[config.mk]
export PLATFORM = sky130hd
export DESIGN_NAME = semaforo_head
export DESIGN_NICKNAME = d
export VERILOG_FILES = /design/src/rtl/semaforo_pkg.sv /design/src/rtl/semaforo_blink_divider.sv /design/src/rtl/semaforo_head.sv
export SDC_FILE = /design/constraint.sdc
export NUM_CORES = 1
export LEC_CHECK = 0
export ABC_AREA = 1
export CORE_ASPECT_RATIO = 0.6
export CORE_MARGIN = 5
export CORE_UTILIZATION = 64
export CTS_CLUSTER_DIAMETER = 80
export CTS_CLUSTER_SIZE = 25
export DETAILED_ROUTE_END_ITERATION = 12
export PLACE_DENSITY = 0.85
export SYNTH_ARGS = -nofsm -noshare
export SYNTH_HDL_FRONTEND = slang
export SYNTH_HIERARCHICAL = 1
export SYNTH_SLANG_ARGS = --single-unit
[constraint.sdc]
create_clock -name CLK -period 2.7 [get_ports CLK]
set_clock_uncertainty 0.1 [all_clocks]
set_input_delay 0.54 -clock CLK [delete_from_list [all_inputs] [get_ports CLK]]
set_output_delay 0.54 -clock CLK [all_outputs]
set_load 0.02 [all_outputs]
[src/rtl/semaforo_pkg.sv]
// Shared types and default timing for the signal-head endpoint.
package semaforo_pkg;

    // Colour code driven on the color output.
    typedef enum logic [1:0] {
        OFF    = 2'd0,
        RED    = 2'd1,
        YELLOW = 2'd2,
        GREEN  = 2'd3
    } color_t;

    // Sequencer state of one signal head.
    typedef enum logic [1:0] {
        ST_BLINK,
        ST_GREEN,
        ST_YELLOW,
        ST_RED
    } head_state_t;

    // Default timing, expressed against the 10 kHz system clock.
    localparam int CLK_HZ             = 10000;
    localparam int DEF_BLINK_HALF_CYC = CLK_HZ / 2;   // 0.5 s
    localparam int DEF_RED_SETTLE_CYC = CLK_HZ;       // 1 s
    localparam int DEF_YELLOW_MAX_CYC = 5 * CLK_HZ;   // 5 s

    // Colour reported for each state; the flashing mode reports OFF.
    function automatic color_t state_color(input head_state_t s);
        case (s)
            ST_GREEN:  return GREEN;
            ST_YELLOW: return YELLOW;
            ST_RED:    return RED;
            default:   return OFF;
        endcase
    endfunction

endpackage

[src/rtl/semaforo_blink_divider.sv]
// Flash-rate divider: one-cycle tick every HALF_CYC cycles, restartable.
module blink_divider #(
    parameter int HALF_CYC = 5000
) (
    input  logic CLK,
    input  logic reset_general,
    input  logic clear,
    output logic tick
);

    localparam int            CW   = (HALF_CYC > 1) ? $clog2(HALF_CYC) : 1;
    localparam logic [CW-1:0] LAST = CW'(HALF_CYC - 1);

    logic [CW-1:0] count;

    // Free-running modulo counter, held at zero while cleared.
    always_ff @(posedge CLK) begin
        // NOTE: sequential state is always assigned with <= so every register
        // samples the values from before the edge, independent of block order.
        if (reset_general || clear) begin
            count <= '0;
        end else if (count == LAST) begin
            count <= '0;
        end else begin
            count <= count + 1'b1;
        end
    end

    assign tick = !reset_general && !clear && (count == LAST);

endmodule

[src/rtl/semaforo_head.sv]
// Lamp-side endpoint of the intersection change/set interface (one per head).
module semaforo_head
    import semaforo_pkg::*;
#(
    parameter bit HAS_YELLOW     = 1'b1,
    parameter int BLINK_HALF_CYC = DEF_BLINK_HALF_CYC,
    parameter int RED_SETTLE_CYC = DEF_RED_SETTLE_CYC,
    parameter int YELLOW_MAX_CYC = DEF_YELLOW_MAX_CYC
) (
    input  logic   CLK,
    input  logic   reset_general,
    input  logic   enable_general,
    input  logic   change,
    input  logic   set_init,
    output logic   lamp_red,
    output logic   lamp_yellow,
    output logic   lamp_green,
    output color_t color,
    output logic   red_check,
    output logic   fault
);

    // Dwell counter only needs to reach the larger of the two thresholds.
    localparam int DWELL_MAX = (RED_SETTLE_CYC > YELLOW_MAX_CYC) ? RED_SETTLE_CYC : YELLOW_MAX_CYC;
    localparam int DW        = $clog2(DWELL_MAX + 1);

    localparam logic [DW-1:0] RED_LAST    = DW'(RED_SETTLE_CYC - 1);
    localparam logic [DW-1:0] YELLOW_LAST = DW'(YELLOW_MAX_CYC - 1);

    head_state_t   state;
    head_state_t   state_next;
    logic          change_q;
    logic          change_edge;
    logic [DW-1:0] dwell;
    logic          yellow_timeout;
    logic          blink_tick;
    logic          blink_phase;

    assign change_edge = change && !change_q;

    blink_divider #(
        .HALF_CYC (BLINK_HALF_CYC)
    ) u_blink_divider (
        .CLK           (CLK),
        .reset_general (reset_general),
        .clear         (state != ST_BLINK),
        .tick          (blink_tick)
    );

    // State register.
    always_ff @(posedge CLK) begin
        if (reset_general) begin
            state <= ST_BLINK;
        end else begin
            state <= state_next;
        end
    end

    // Next-state rules: disable wins, then enable-time load, then change steps and the yellow watchdog.
    always_comb begin
        // NOTE: every combinational output gets a default first so no path
        // through the block leaves it unassigned (which would infer a latch).
        state_next     = state;
        yellow_timeout = 1'b0;
        if (!enable_general) begin
            state_next = ST_BLINK;
        end else begin
            case (state)
                ST_BLINK: begin
                    // A change edge arriving with the enable is deliberately dropped.
                    state_next = set_init ? ST_GREEN : ST_RED;
                end
                ST_GREEN: begin
                    if (change_edge) begin
                        state_next = HAS_YELLOW ? ST_YELLOW : ST_RED;
                    end
                end
                ST_YELLOW: begin
                    if (change_edge) begin
                        state_next = ST_RED;
                    end else if (dwell == YELLOW_LAST) begin
                        state_next     = ST_RED;
                        yellow_timeout = 1'b1;
                    end
                end
                ST_RED: begin
                    if (change_edge) begin
                        state_next = ST_GREEN;
                    end
                end
                default: state_next = ST_BLINK;
            endcase
        end
    end

    // Lamp and colour decode straight from the state register.
    always_comb begin
        lamp_red    = 1'b0;
        lamp_yellow = 1'b0;
        lamp_green  = 1'b0;
        color       = state_color(state);
        red_check   = (state == ST_RED) && (dwell >= RED_LAST);
        case (state)
            ST_BLINK: begin
                if (HAS_YELLOW) begin
                    lamp_yellow = blink_phase;
                end else begin
                    lamp_red = blink_phase;
                end
            end
            ST_GREEN:  lamp_green  = 1'b1;
            ST_YELLOW: lamp_yellow = HAS_YELLOW;
            ST_RED:    lamp_red    = 1'b1;
            default:   ;
        endcase
    end

    // Previous change level, so a held request steps only once.
    always_ff @(posedge CLK) begin
        if (reset_general) begin
            change_q <= 1'b0;
        end else begin
            change_q <= change;
        end
    end

    // Time spent in the current colour; counts only in RED/YELLOW and saturates.
    always_ff @(posedge CLK) begin
        if (reset_general) begin
            dwell <= '0;
        end else if (!enable_general || (state_next != state)) begin
            dwell <= '0;
        end else if (((state == ST_RED) || (state == ST_YELLOW)) && (dwell != '1)) begin
            dwell <= dwell + 1'b1;
        end
    end

    // Sticky stuck-yellow flag, cleared only by reset.
    always_ff @(posedge CLK) begin
        if (reset_general) begin
            fault <= 1'b0;
        end else if (yellow_timeout) begin
            fault <= 1'b1;
        end
    end

    // Flash phase; restarts dark every time the head re-enters BLINK.
    always_ff @(posedge CLK) begin
        if (reset_general || (state != ST_BLINK)) begin
            blink_phase <= 1'b0;
        end else if (blink_tick) begin
            blink_phase <= !blink_phase;
        end
    end

endmodule
-- Word-level counts from Yosys, hierarchy flattened
Cells that the tools add are included.
- register bits after elaboration: 34
- bits of input ports: 5
- output and inout bits: 7
- $add $sub $neg: 2
- $lt $le $gt $ge: 1
- equality and inequality tests: 7
- muxes and demuxes: 15
- reductions and logical operators: 17
- operator list (operator ; count):
    16-bit by 1-bit adder with 16-bit output (second input constant) ; 1
    16-bit == test (second input constant) ; 1
    16-bit by 14-bit >= comparator with 1-bit output (second input constant) ; 1
    16-bit inequality test (second input constant) ; 1
    13-bit by 1-bit adder with 13-bit output (second input constant) ; 1
    13-bit == test (second input constant) ; 1
    2-bit 2-to-1 mux ; 6
    2-bit one-hot mux with 4 select lines ; 1
    1-bit 2-to-1 mux ; 6
    2-bit one-hot mux with 3 select lines ; 1
    1-bit logical AND ; 5
    1-bit zero test ; 5
    2-bit == test (second input constant) ; 2
    2-bit OR reduction ; 2
    1-bit logical OR ; 3
    2-bit by 1-bit == test with 1-bit output (second input constant) ; 1
    2-bit zero test ; 1
    2-bit inequality test ; 1
    1-bit one-hot mux with 2 select lines ; 1
    2-bit nonzero test ; 1

-- Depth between registers and ports, before layout
Gate-level depths: netlist of the first run.
- word-level depth: 8
- mapped depth: 12
- depth with buffers taken out: 11

-- By module
Netlist of the first run, hierarchy kept.
- by module, submodules not included (module ; times used ; cells an instance ; area an instance (um^2) ; sequential area each (um^2)):
    semaforo_head ; 1 ; 221 ; 1413.9 ; 420.4
    blink_divider ; 1 ; 95 ; 666.9 ; 260.2

-- Worst setup path before layout of the first run
Ideal clock, no wire load.
- kind: reg-to-output
- start: register dwell[0]
- end: output port red_check
- arrival time: 1.297 ns
- path slack: 0.763 ns
- stages on the path, launching flop included: 8
- buffers on the path: 0
- cells stage by stage: dfxtp_1 ha_1 nand3_2 nand3_1 nand3_1 nand2_1 nand2_1 a31oi_1
- longest elaborated chain between the ends: 2
- RTL lines (element ; line ; RTL):
    start, declared ; semaforo_head.sv:34 ; logic [DW-1:0] dwell;
    start signal, assigned ; semaforo_head.sv:134 ; dwell <= dwell + 1'b1;
    16-bit by 14-bit >= comparator with 1-bit output ; semaforo_head.sv:102 ; red_check = (state == ST_RED) && (dwell >= RED_LAST);
    1-bit logical AND ; semaforo_head.sv:102 ;
    end, declared ; semaforo_head.sv:19 ; output logic red_check,
No other way between the ends.

-- Worst setup path after layout of the first run
- start: register state[0]
- end: output port lamp_yellow
- longest elaborated chain between the ends: 2
- elaborated cells between the ends (all ways): 3
- RTL lines (element ; line ; RTL):
    start, declared ; semaforo_head.sv:30 ; head_state_t state;
    start signal, assigned ; semaforo_head.sv:55 ; state <= state_next;
    2-bit == test or 2-bit zero test (tied branches) ; semaforo_head.sv:103 ; case (state)
    1-bit one-hot mux with 2 select lines * ; semaforo_head.sv:103 ;
    end, declared ; semaforo_head.sv:16 ; output logic lamp_yellow,
Mark *: on every way between the ends. The rest lies on a longest branch, timed or not.

==> load_flow_metrics.sql, run 1 <==
INSERT INTO impl_metrics (metric_group, metric, value, unit) VALUES
('critical_path', 'element_type_at_the_critical_path_start', 'register', ''),
('layout', 'syn_to_final_growth', '10.5', '%'),
('clock_tree', 'cts_tree', 'done', ''),
('clock_tree', 'clk_pin_slew', '0.07', 'ns'),
('timing', 'post-route-worst-setup-slack', '0.207', 'ns'),
('timing', 'rsz0062_at_grt', 'no', ''),
('logic_synthesis', 'synth_seq_area_share', '0.327', ''),
('logic_synthesis', 'syn_area', '2080', 'µm²'),
('layout', 'design_area', '2300', 'µm²'),
('global_route', 'via_count_of_the_first_global_routing_pass', '1640', ''),
('clock_tree', 'clock_path_buffers', '2', ''),
('timing', 'hold_slack', '0.350', 'ns'),
('clock_tree', 'number_of_h_tree_levels', '2', ''),
('job', 'reported_max_cap_violation_count', '0', ''),
('detailed_routing', 'routed_wl', '4.33', 'mm'),
('timing', 'timing_max_transition_violations_final', '0', ''),
('power', 'peakVddDrop', '0.427', 'mV'),
('timing', 'fin_crit_sh', '0.923', ''),
('clock_tree', 'clock-root-buffer', 'sky130_fd_sc_hd__clkbuf_8', ''),
('logic_synthesis', 'synth_top_cell_area_share', '0.327', ''),
('floorplan', 'placeableCoreArea', '3180', 'µm²'),
('floorplan', 'floorplan.initialDensity', '0.654', ''),
('timing', 'layout_min_cycle_time', '2.49', 'ns'),
('power', 'cellPowerDensity', '436', 'nW/µm²'),
('logic_synthesis', 'synth.ff_latch_count', '34', ''),
('logic_synthesis', 'post_synth.cell_area_avg', '6.58', 'µm²'),
('detailed_routing', 'detail_route.drc_violations', '0', ''),
('placement', 'post-dp-hpwl', '3.25', 'mm'),
('timing', 'finalHoldViolCount', '0', ''),
('critical_path', 'timing.critical_path.required', '2.06', 'ns'),
('timing', 'timing.slew.headroom', '0.662', ''),
('critical_path', 'worst-endpoint-arrival', '1.85', 'ns'),
('layout', 'final_cell_mix', '84 x sky130_fd_sc_hd__nand2_1, 59 x sky130_fd_sc_hd__nor2_1, 42 x sky130_fd_sc_hd__inv_1', ''),
('logic_synthesis', 'post_synth_num_cell_types', '29', ''),
('run_status', 'status', 'complete, no violations', ''),
('timing', 'maximum_achievable_frequency', '0.401', 'GHz'),
('timing', 'worstMarginPinSlew', '0.507', 'ns'),
('placement', 'preCtsSetupSlack', '0.301', 'ns'),
('layout', 'most_common_library_cell_in_the_layout_ignoring_fill_and_taps', 'sky130_fd_sc_hd__nand2_1', ''),
('critical_path', 'critical_path.max_fanout', '5', ''),
('timing', 'totalNegativeSetupSlack', '0', 'ns'),
('critical_path', 'endpoint_kind', 'output port', ''),
('logic_synthesis', 'synth_warnings', '6', ''),
('timing', 'report.final.setup_viol', '0', ''),
('hold_path', 'holdCritPathClass', 'register to register', ''),
('detailed_routing', 'drc_violation_total_after_the_first_tritonroute_iteration', '179', ''),
('global_route', 'wire_length_of_the_first_global_routing_pass', '7.44', 'mm'),
('global_route', 'antenna_violations_before_repair', '0', ''),
('logic_synthesis', 'async_reset_ff_frac', '0', ''),
('floorplan', 'placementRows', '16', ''),
('detailed_routing', 'drt-pass1-iter-count', '4', ''),
('critical_path', 'setup.worst_path.class', 'register to output port', ''),
('logic_synthesis', 'synth_edf_count', '0', ''),
('global_route', 'global_route.overflow_total', '0', ''),
('logic_synthesis', 'synth.top_cells.by_area', 'sky130_fd_sc_hd__dfxtp_1 33%, sky130_fd_sc_hd__nand2_1 15%, sky130_fd_sc_hd__nor2_1 11%', ''),
('clock_tree', 'cts_post_setup_buffers_inserted', '0', ''),
('logic_synthesis', 'synthesis.nets', '327', ''),
('detailed_routing', 'number_of_antenna_violating_nets_in_the_routed_design', '0', ''),
('layout', 'layout.nets', '342', ''),
('logic_synthesis', 'yosys_most_used_dff', 'sky130_fd_sc_hd__dfxtp_1', ''),
('floorplan', 'top_level_ports', '12', ''),
('layout', 'drive_above_1_share', '0.0873', ''),
('detailed_routing', 'vias_per_cell', '5.15', ''),
('layout', 'insertedDiodeCount', '0', ''),
('floorplan', 'chipWidth', '83.6', 'µm'),
('clock_tree', 'tritoncts.num_buffers', '5', ''),
('detailed_routing', 'via_count', '1941', ''),
('power', 'p_leak', '0.000870', 'µW'),
('global_route', 'globalRouteTotalUtil', '0.206', ''),
('clock_tree', 'clk-insertion-delay-late', '0.28', 'ns'),
('placement', 'place_area', '2210', 'µm²');
## cell type report
cell class	instances	area, µm²	share of cell area
well taps	45	56.3	0.0245
flip-flops and latches	34	681	0.296
clock inverters	1	5.00	0.00218
repair buffers	12	116	0.0506
multi-input cells	235	1190	0.519
inverters	43	161	0.0702
clock buffers	7	86.3	0.0375
## metal layers
layer | wire (µm) | GRT usage | up-vias
met3 | 326 | 0.0581 | 2
met2 | 1770 | 0.307 | 56
met5 | 0 | 0 | -
li1 | - | - | 1008
met1 | 2230 | 0.294 | 875
met4 | 10 | 0.0481 | 0
## kinds of logic (layout without fill, tap and decap cells)
group                    count (synthesis)  count (layout)  synth area share
AO/OA/AOI/OAI                           21              21            0.0559
XOR/XNOR                                15              15            0.0631
adder cells (fa/ha/maj)                  6               6            0.0361
buffers and inverters                   47              63            0.0992
flip-flops                              34              34             0.327
AND/OR/NAND/NOR                        193             193             0.419
## critical path, stage by stage, from the launching register on
cell                              delay [ns]
sky130_fd_sc_hd__dfxtp_1                0.42
sky130_fd_sc_hd__inv_1                  0.12
sky130_fd_sc_hd__ha_1                   0.27
sky130_fd_sc_hd__nor2_1                 0.16
sky130_fd_sc_hd__nor2_1                 0.06
sky130_fd_sc_hd__clkdlybuf4s50_1        0.54
## synthesized netlist by cell type, drive strengths merged (2+ instances only)
cell	count
nor3	4
nand2	88
buf	4
nand3b	2
nand4	8
nand3	21
o21ai	6
dfxtp	34
inv	43
xnor2	7
ha	6
nor2	67
xor2	8
or2	2
a21oi	13
## registers in the layout, summed over array words and instances (netlist names)
name,count
blink_phase,1
change_q,1
dwell,16
fault,1
state,2
u_blink_divider/count,13
## timing repair
item,4_1_cts,5_1_grt
hold buffers,0,0
setup endpoints to repair,1,0
gates resized for setup,1,0
## worst paths after layout
| kind | startpoint | end | slack [ns] | cells after the start |
|---|---|---|---|---|
| hold reg to reg | fault$_SDFFE_PP0P_ | fault$_SDFFE_PP0P_ | 0.35 | 2 |
| setup reg to reg | state[1]$_SDFF_PP0_ | dwell[9]$_SDFFE_PP0P_ | 0.70 | 11 |
| setup / recovery | state[0]$_SDFF_PP0_ | lamp_yellow | 0.21 | 5 |
| hold / removal | fault$_SDFFE_PP0P_ | fault$_SDFFE_PP0P_ | 0.35 | 2 |
## power by group
| group | leakage (µW) | internal [µW] | switching (µW) |
|---|---|---|---|
| Clock | 0.0000482 | 206 | 178 |
| Combinational | 0.000547 | 36.9 | 65.5 |
| Sequential | 0.000275 | 508 | 7.47 |
## through the flow
stage / power, µW / cells
CTS: 1010 / 377
detailed placement: 628 / 369
global placement: 627 / 369
finish: 1000 / 377
global route: 1050 / 377
floorplan: 603 / 316
(Power assumes the default switching activity.)
==> run 2, diff against run 1 <==
--- a/config.mk
+++ b/config.mk
@@ -7,7 +7,6 @@
 export LEC_CHECK = 0
 export ABC_AREA = 1
 export CORE_ASPECT_RATIO = 0.6
-export CORE_MARGIN = 5
 export CORE_UTILIZATION = 64
 export CTS_CLUSTER_DIAMETER = 80
 export CTS_CLUSTER_SIZE = 25
==> run 2 against run 1 <==
Register-to-register slack got worse by 0.14 ns. Final cell count is 0.80% lower. Critical path type unchanged. First-iteration DRC count rose by 16%. Largest power group unchanged. Highest routed layer unchanged.
==> load_flow_metrics.sql, run 2 (synthesis gave the netlist of run 1 again) <==
INSERT INTO impl_metrics (metric_group, metric, value, unit) VALUES
('run_status', 'status', 'complete, no violations', ''),
('critical_path', 'timing.critical_path.required', '2.06', 'ns'),
('floorplan', 'top_level_ports', '12', ''),
('layout', 'final_cell_mix', '84 x sky130_fd_sc_hd__nand2_1, 59 x sky130_fd_sc_hd__nor2_1, 42 x sky130_fd_sc_hd__inv_1', ''),
('placement', 'post-dp-hpwl', '3.10', 'mm'),
('floorplan', 'floorplan.initialDensity', '0.697', ''),
('clock_tree', 'clock_path_buffers', '2', ''),
('layout', 'ff_latch_area', '681', 'µm²'),
('critical_path', 'reg2reg_from', 'state[0]$_SDFF_PP0_', ''),
('floorplan', 'placeableCoreArea', '2980', 'µm²'),
('detailed_routing', 'wl_per_cell', '11.9', 'µm'),
('layout', 'final_layout_fill_cell_count', '230', ''),
('critical_path', 'setup.worst_path.class', 'register to output port', ''),
('hold_path', 'hold_path_depth', '2', ''),
('placement', 'io_buf_count', '11', ''),
('floorplan', 'die_height', '46.2', 'µm'),
('timing', 'maximum_achievable_frequency', '0.396', 'GHz'),
('critical_path', 'regToRegEndpoint', 'dwell[14]$_SDFFE_PP0P_', ''),
('placement', 'dp_cells', '366', ''),
('critical_path', 'element_type_at_the_critical_path_start', 'register', ''),
('clock_tree', 'clkSinkCount', '34', ''),
('critical_path', 'endpoint_kind', 'output port', ''),
('timing', 'rsz0062_at_grt', 'no', ''),
('timing', 'finalHoldViolCount', '0', ''),
('global_route', 'via_count_of_the_first_global_routing_pass', '1580', ''),
('detailed_routing', 'routed_wl', '4.46', 'mm'),
('placement', 'place_area', '2210', 'µm²'),
('clock_tree', 'postCtsHoldBufs', '0', ''),
('power', 'cellPowerDensity', '470', 'nW/µm²'),
('clock_tree', 'clock-root-buffer', 'sky130_fd_sc_hd__clkbuf_8', ''),
('critical_path', 'r2r_setup_slack', '0.56', 'ns'),
('job', 'reported_max_cap_violation_count', '0', ''),
('global_route', 'antenna_violations_before_repair', '0', ''),
('clock_tree', 'number_of_h_tree_levels', '2', ''),
('layout', 'drive_above_1_share', '0.0904', ''),
('layout', 'largest_registers', 'dwell: 16 flops, u_blink_divider/count: 13 flops, state: 2 flops', ''),
('timing', 'layout_min_cycle_time', '2.53', 'ns'),
('detailed_routing', 'number_of_antenna_violating_nets_in_the_routed_design', '0', ''),
('hold_path', 'holdCritPathClass', 'register to register', ''),
('layout', 'largest_reg_flops', '16', ''),
('detailed_routing', 'drc_violation_total_after_the_first_tritonroute_iteration', '208', ''),
('timing', 'report.final.setup_viol', '0', ''),
('timing', 'totalNegativeSetupSlack', '0', 'ns'),
('global_route', 'globalRouteTotalUtil', '0.277', ''),
('floorplan', 'floorplan_die_area', '3490', 'µm²'),
('clock_tree', 'cts_tree', 'done', ''),
('layout', 'layout.nets', '342', ''),
('placement', 'routabilityCongestion', '0.866', ''),
('layout', 'insertedDiodeCount', '0', ''),
('hold_path', 'worst_hold_startpoint', 'fault$_SDFFE_PP0P_', ''),
('detailed_routing', 'detail_route.drc_violations', '0', ''),
('timing', 'post-route-worst-setup-slack', '0.172', 'ns'),
('timing', 'worstMarginPinSlew', '0.547', 'ns'),
('timing', 'fin_crit_sh', '0.936', ''),
('floorplan', 'placementRows', '15', ''),
('power', 'p_leak', '0.000879', 'µW'),
('critical_path', 'critical_path.max_fanout', '5', ''),
('clock_tree', 'clk-insertion-delay-late', '0.29', 'ns'),
('global_route', 'global_route.overflow_total', '0', ''),
('critical_path', 'worst-endpoint-arrival', '1.89', 'ns'),
('layout', 'registers.top_by_ff_count', 'dwell', ''),
('layout', 'most_common_library_cell_in_the_layout_ignoring_fill_and_taps', 'sky130_fd_sc_hd__nand2_1', ''),
('timing', 'timing.slew.headroom', '0.636', ''),
('clock_tree', 'clk_pin_slew', '0.07', 'ns'),
('layout', 'final_core_utilization', '0.775', ''),
('global_route', 'wire_length_of_the_first_global_routing_pass', '7.02', 'mm'),
('layout', 'stdcell_count', '374', ''),
('detailed_routing', 'vias_per_cell', '5.14', ''),
('detailed_routing', 'drt-pass1-iter-count', '5', ''),
('layout', 'design_area', '2310', 'µm²'),
('layout', 'multiInputGateArea', '1190', 'µm²'),
('layout', 'syn_to_final_growth', '11.2', '%'),
('floorplan', 'chipWidth', '75.6', 'µm'),
('clock_tree', 'tritoncts.num_buffers', '5', ''),
('power', 'peakVddDrop', '0.345', 'mV'),
('timing', 'timing_max_transition_violations_final', '0', ''),
('critical_path', 'worst_r2r_path_depth', '9', ''),
('hold_path', 'hold-path-endpoint', 'fault$_SDFFE_PP0P_', ''),
('detailed_routing', 'via_count', '1924', ''),
('global_route', 'pin_count_of_the_biggest_net_entering_global_routing', '17', ''),
('placement', 'preCtsSetupSlack', '0.275', 'ns'),
('critical_path', 'cp-startpoint', 'state[0]$_SDFF_PP0_', '');
[run 2: layout make-up]
cell class	count	share of cell area
Tap cell	42	0.0227
Inverter	43	0.0698
Timing Repair Buffer	12	0.0503
Multi-Input combinational cell	235	0.516
Clock buffer	5	0.0297
Clock inverter	3	0.0173
Sequential cell	34	0.294
[run 2: repair_timing]
item                       in CTS  in global routing
setup buffers                   0                  0
resized for setup               1                  0
setup endpoints to repair       1                  0
[run 2: worst max-delay path by stage]
stage / endpoint / slack [ns] / depth (start not counted)
final: lamp_yellow / 0.17 / 5
after global routing: lamp_yellow / 0.07 / 5
after CTS: lamp_yellow / 0.20 / 5
after detailed placement: red_check / 0.27 / 8
after global placement: red_check / 0.32 / 8
after floorplan: red_check / 0.76 / 7
[run 2: metrics by stage]
step,total power (µW),hold WS (ns)
6_report,1090,0.366
5_1_grt,1120,0.392
4_1_cts,1090,0.368
3_5_place_dp,629,0.357
3_3_place_gp,626,0.337
2_1_floorplan,603,0.330
[run 2: power breakdown]
part           internal, µW  total (µW)  leakage, µW  switching (µW)
clock                   272         467    0.0000579             195
combinational          36.9         105     0.000547            67.7
sequential              508         516     0.000275            7.64
[run 2: routing by layer]
metal  GRT usage  vias up  wire [µm]
met4      0.0963        0         70
met5           0        -          0
li1            -     1009          -
met3      0.0897       13        378
met1       0.405      824       2300
met2       0.375       78       1710
[run 2: worst max-delay path: stages (launching register included)]
cell and delay (ns):
sky130_fd_sc_hd__dfxtp_1 0.44, sky130_fd_sc_hd__inv_1 0.14, sky130_fd_sc_hd__ha_1 0.26, sky130_fd_sc_hd__nor2_1 0.16, sky130_fd_sc_hd__nor2_1 0.07, sky130_fd_sc_hd__clkdlybuf4s50_1 0.53
==> run 3, diff against run 2 <==
--- a/config.mk
+++ b/config.mk
@@ -7,11 +7,11 @@
 export LEC_CHECK = 0
 export ABC_AREA = 1
 export CORE_ASPECT_RATIO = 0.6
-export CORE_UTILIZATION = 64
+export CORE_UTILIZATION = 59
 export CTS_CLUSTER_DIAMETER = 80
 export CTS_CLUSTER_SIZE = 25
 export DETAILED_ROUTE_END_ITERATION = 12
-export PLACE_DENSITY = 0.85
+export PLACE_DENSITY = 0.79
 export SYNTH_ARGS = -nofsm -noshare
 export SYNTH_HDL_FRONTEND = slang
 export SYNTH_HIERARCHICAL = 1
==> constraint.sdc (replaced) <==
create_clock -name CLK -period 2.5 [get_ports CLK]
set_clock_uncertainty 0.1 [all_clocks]
set_input_delay 0.5 -clock CLK [delete_from_list [all_inputs] [get_ports CLK]]
set_output_delay 0.5 -clock CLK [all_outputs]
set_load 0.02 [all_outputs]
==> run 3 against run 2 <==
Highest routed layer unchanged. Worst setup slack worse by 0.093 ns. Critical endpoint is now color[0]. Largest power group unchanged. Non-clock buffer count stayed put. Sequential cell count stayed put. Combinational power is 4% higher. Hold slack hardly changed. Clock power is 9.2% lower. Utilization is 7.8 points lower. Global-route usage is 3.5 points lower. Count of clock-buffer cells in the layout is 2 higher. Sequential share of layout area is 0.20 points higher. Routed wire length is 5.3% lower. Sequential power is 7.9% higher.
==> load_flow_metrics.sql, run 3 (synthesis gave the netlist of run 1 again) <==
INSERT INTO impl_metrics (metric_group, metric, value, unit) VALUES
('timing', 'report.final.setup_viol', '0', ''),
('detailed_routing', 'vias_per_cell', '5.03', ''),
('layout', 'design_area', '2300', 'µm²'),
('clock_tree', 'postCtsHoldBufs', '0', ''),
('timing', 'layout_min_cycle_time', '2.42', 'ns'),
('timing', 'worstMarginPinSlew', '0.749', 'ns'),
('layout', 'syn_to_final_growth', '10.6', '%'),
('floorplan', 'floorplan_die_area', '3780', 'µm²'),
('detailed_routing', 'detail_route.drc_violations', '0', ''),
('placement', 'routabilityCongestion', '0.815', ''),
('global_route', 'globalRouteTotalUtil', '0.242', ''),
('timing', 'timing_max_transition_violations_final', '0', ''),
('critical_path', 'worst_r2r_path_depth', '9', ''),
('power', 'cellPowerDensity', '473', 'nW/µm²'),
('detailed_routing', 'drt-pass1-iter-count', '4', ''),
('floorplan', 'placementRows', '16', ''),
('clock_tree', 'clock-root-buffer', 'sky130_fd_sc_hd__clkbuf_8', ''),
('power', 'post-layout-total-power', '1090', 'µW'),
('global_route', 'global_route.overflow_total', '0', ''),
('global_route', 'pin_count_of_the_biggest_net_entering_global_routing', '17', ''),
('critical_path', 'reg2reg_from', 'dwell[1]$_SDFFE_PP0P_', ''),
('clock_tree', 'clk_pin_slew', '0.07', 'ns'),
('layout', 'drive_above_1_share', '0.0904', ''),
('global_route', 'via_count_of_the_first_global_routing_pass', '1425', ''),
('critical_path', 'setup.worst_path.class', 'register to output port', ''),
('clock_tree', 'clkSinkCount', '34', ''),
('layout', 'largest_reg_flops', '16', ''),
('critical_path', 'regToRegEndpoint', 'dwell[7]$_SDFFE_PP0P_', ''),
('layout', 'largest_registers', 'dwell: 16 flops, u_blink_divider/count: 13 flops, state: 2 flops', ''),
('detailed_routing', 'number_of_antenna_violating_nets_in_the_routed_design', '0', ''),
('critical_path', 'critical_path.max_fanout', '5', ''),
('critical_path', 'timing.critical_path.required', '1.90', 'ns'),
('floorplan', 'chipWidth', '78.7', 'µm'),
('clock_tree', 'clk-insertion-delay-late', '0.29', 'ns'),
('critical_path', 'cp-endpoint', 'color[0]', ''),
('power', 'p_leak', '0.000866', 'µW'),
('floorplan', 'floorplan.initialDensity', '0.630', ''),
('layout', 'final_cell_mix', '84 x sky130_fd_sc_hd__nand2_1, 59 x sky130_fd_sc_hd__nor2_1, 42 x sky130_fd_sc_hd__inv_1', ''),
('critical_path', 'slowest_delay', '0.54', 'ns'),
('global_route', 'wire_length_of_the_first_global_routing_pass', '6.72', 'mm'),
('hold_path', 'holdCritPathClass', 'register to register', ''),
('placement', 'post-dp-hpwl', '3.10', 'mm'),
('clock_tree', 'clock_path_buffers', '2', ''),
('timing', 'rsz0062_at_grt', 'no', ''),
('clock_tree', 'number_of_h_tree_levels', '2', ''),
('clock_tree', 'tritoncts.num_buffers', '5', ''),
('global_route', 'antenna_violations_before_repair', '0', ''),
('layout', 'multiInputGateArea', '1190', 'µm²'),
('layout', 'final_layout_fill_cell_count', '312', ''),
('detailed_routing', 'routed_wl', '4.22', 'mm'),
('critical_path', 'endpoint_kind', 'output port', ''),
('detailed_routing', 'drc_violation_total_after_the_first_tritonroute_iteration', '105', ''),
('layout', 'registers.top_by_ff_count', 'dwell', ''),
('timing', 'totalNegativeSetupSlack', '0', 'ns'),
('placement', 'place_area', '2210', 'µm²'),
('critical_path', 'cp_slowest_cell', 'sky130_fd_sc_hd__clkdlybuf4s50_1', ''),
('run_status', 'status', 'complete, no violations', ''),
('floorplan', 'die_height', '48', 'µm'),
('hold_path', 'worst_hold_startpoint', 'fault$_SDFFE_PP0P_', ''),
('clock_tree', 'post_cts_resize_count', '1', ''),
('timing', 'finalHoldViolCount', '0', ''),
('timing', 'fin_crit_sh', '0.969', ''),
('layout', 'most_common_library_cell_in_the_layout_ignoring_fill_and_taps', 'sky130_fd_sc_hd__nand2_1', ''),
('placement', 'io_buf_count', '11', ''),
('critical_path', 'cp-startpoint', 'state[1]$_SDFF_PP0_', ''),
('layout', 'ff_latch_area', '682', 'µm²'),
('critical_path', 'timing.critical_path.cells', 'inv_1 > ha_1 > or2_1 > clkdlybuf4s50_1', ''),
('floorplan', 'placeableCoreArea', '3300', 'µm²'),
('critical_path', 'r2r_setup_slack', '0.43', 'ns'),
('timing', 'timing.slew.headroom', '0.499', ''),
('layout', 'insertedDiodeCount', '0', ''),
('detailed_routing', 'via_count', '1896', ''),
('job', 'reported_max_cap_violation_count', '0', ''),
('power', 'peakVddDrop', '0.299', 'mV'),
('clock_tree', 'cts_post_setup_buffers_inserted', '0', ''),
('critical_path', 'element_type_at_the_critical_path_start', 'register', ''),
('critical_path', 'worst-endpoint-arrival', '1.82', 'ns'),
('detailed_routing', 'wl_per_cell', '11.2', 'µm'),
('layout', 'layout.nets', '342', ''),
('clock_tree', 'cts_tree', 'done', ''),
('floorplan', 'top_level_ports', '12', ''),
('timing', 'maximum_achievable_frequency', '0.413', 'GHz');
run 3: cell types whose count changed in the layout (fill, tap and decap cells not counted), sizes merged:
| cell | before | now |
|---|---|---|
| clkbuf | 5 | 7 |
| bufinv | 1 | 0 |
| clkdlybuf4s15 | 0 | 1 |
| clkinv | 2 | 1 |
| dlygate4sd2 | 1 | 0 |
run 3: how the worst min path moves through the flow:
stage	to	depth (start not counted)
4_1_cts	fault$_SDFFE_PP0P_	2
6_report	fault$_SDFFE_PP0P_	2
2_1_floorplan	u_blink_divider/count[0]$_SDFF_PP0_	1
3_3_place_gp	fault$_SDFFE_PP0P_	2
3_5_place_dp	u_blink_divider/count[0]$_SDFF_PP0_	1
5_1_grt	fault$_SDFFE_PP0P_	2
run 3: power by group:
part	switching, µW	total (µW)	internal (µW)
Combinational	70.1	109	38.5
Clock	202	424	222
Sequential	7.82	557	549
Total	280	1090	810
run 3: cell type report:
cell class / count / area share
clock buffer: 7 / 0.0375
clock inverter: 1 / 0.00217
inverter: 43 / 0.0701
multi-input combinational: 235 / 0.518
sequential: 34 / 0.296
tap: 45 / 0.0245
timing repair buffer: 12 / 0.0511
run 3: routing by layer:
layer / vias up / part of all wire / global-route usage
met2: 48 / 0.38 / 0.346
met3: 8 / 0.061 / 0.0648
li1: 1009 / - / -
met5: - / 0 / 0
met1: 831 / 0.55 / 0.347
met4: 0 / 0.013 / 0.0889
run 3: worst max-delay path: cells and delay by family, from the launching register on:
family                     cells  cell delay (ns)
and+or+nand+nor                1             0.23
buffers and inverters          2             0.65
adders and majority gates      1             0.24
DFF                            1             0.42
run 3: stage by stage:
step | util | setup WS (ns) | instances | hold WS [ns]
after global routing | 0.697 | 0.00563 | 377 | 0.395
after detailed placement | 0.669 | 0.159 | 369 | 0.353
after global placement | 0.669 | 0.220 | 369 | 0.338
final | 0.697 | 0.0784 | 377 | 0.366
after CTS | 0.696 | 0.0393 | 377 | 0.368
after floorplan | - | 0.598 | 316 | 0.330
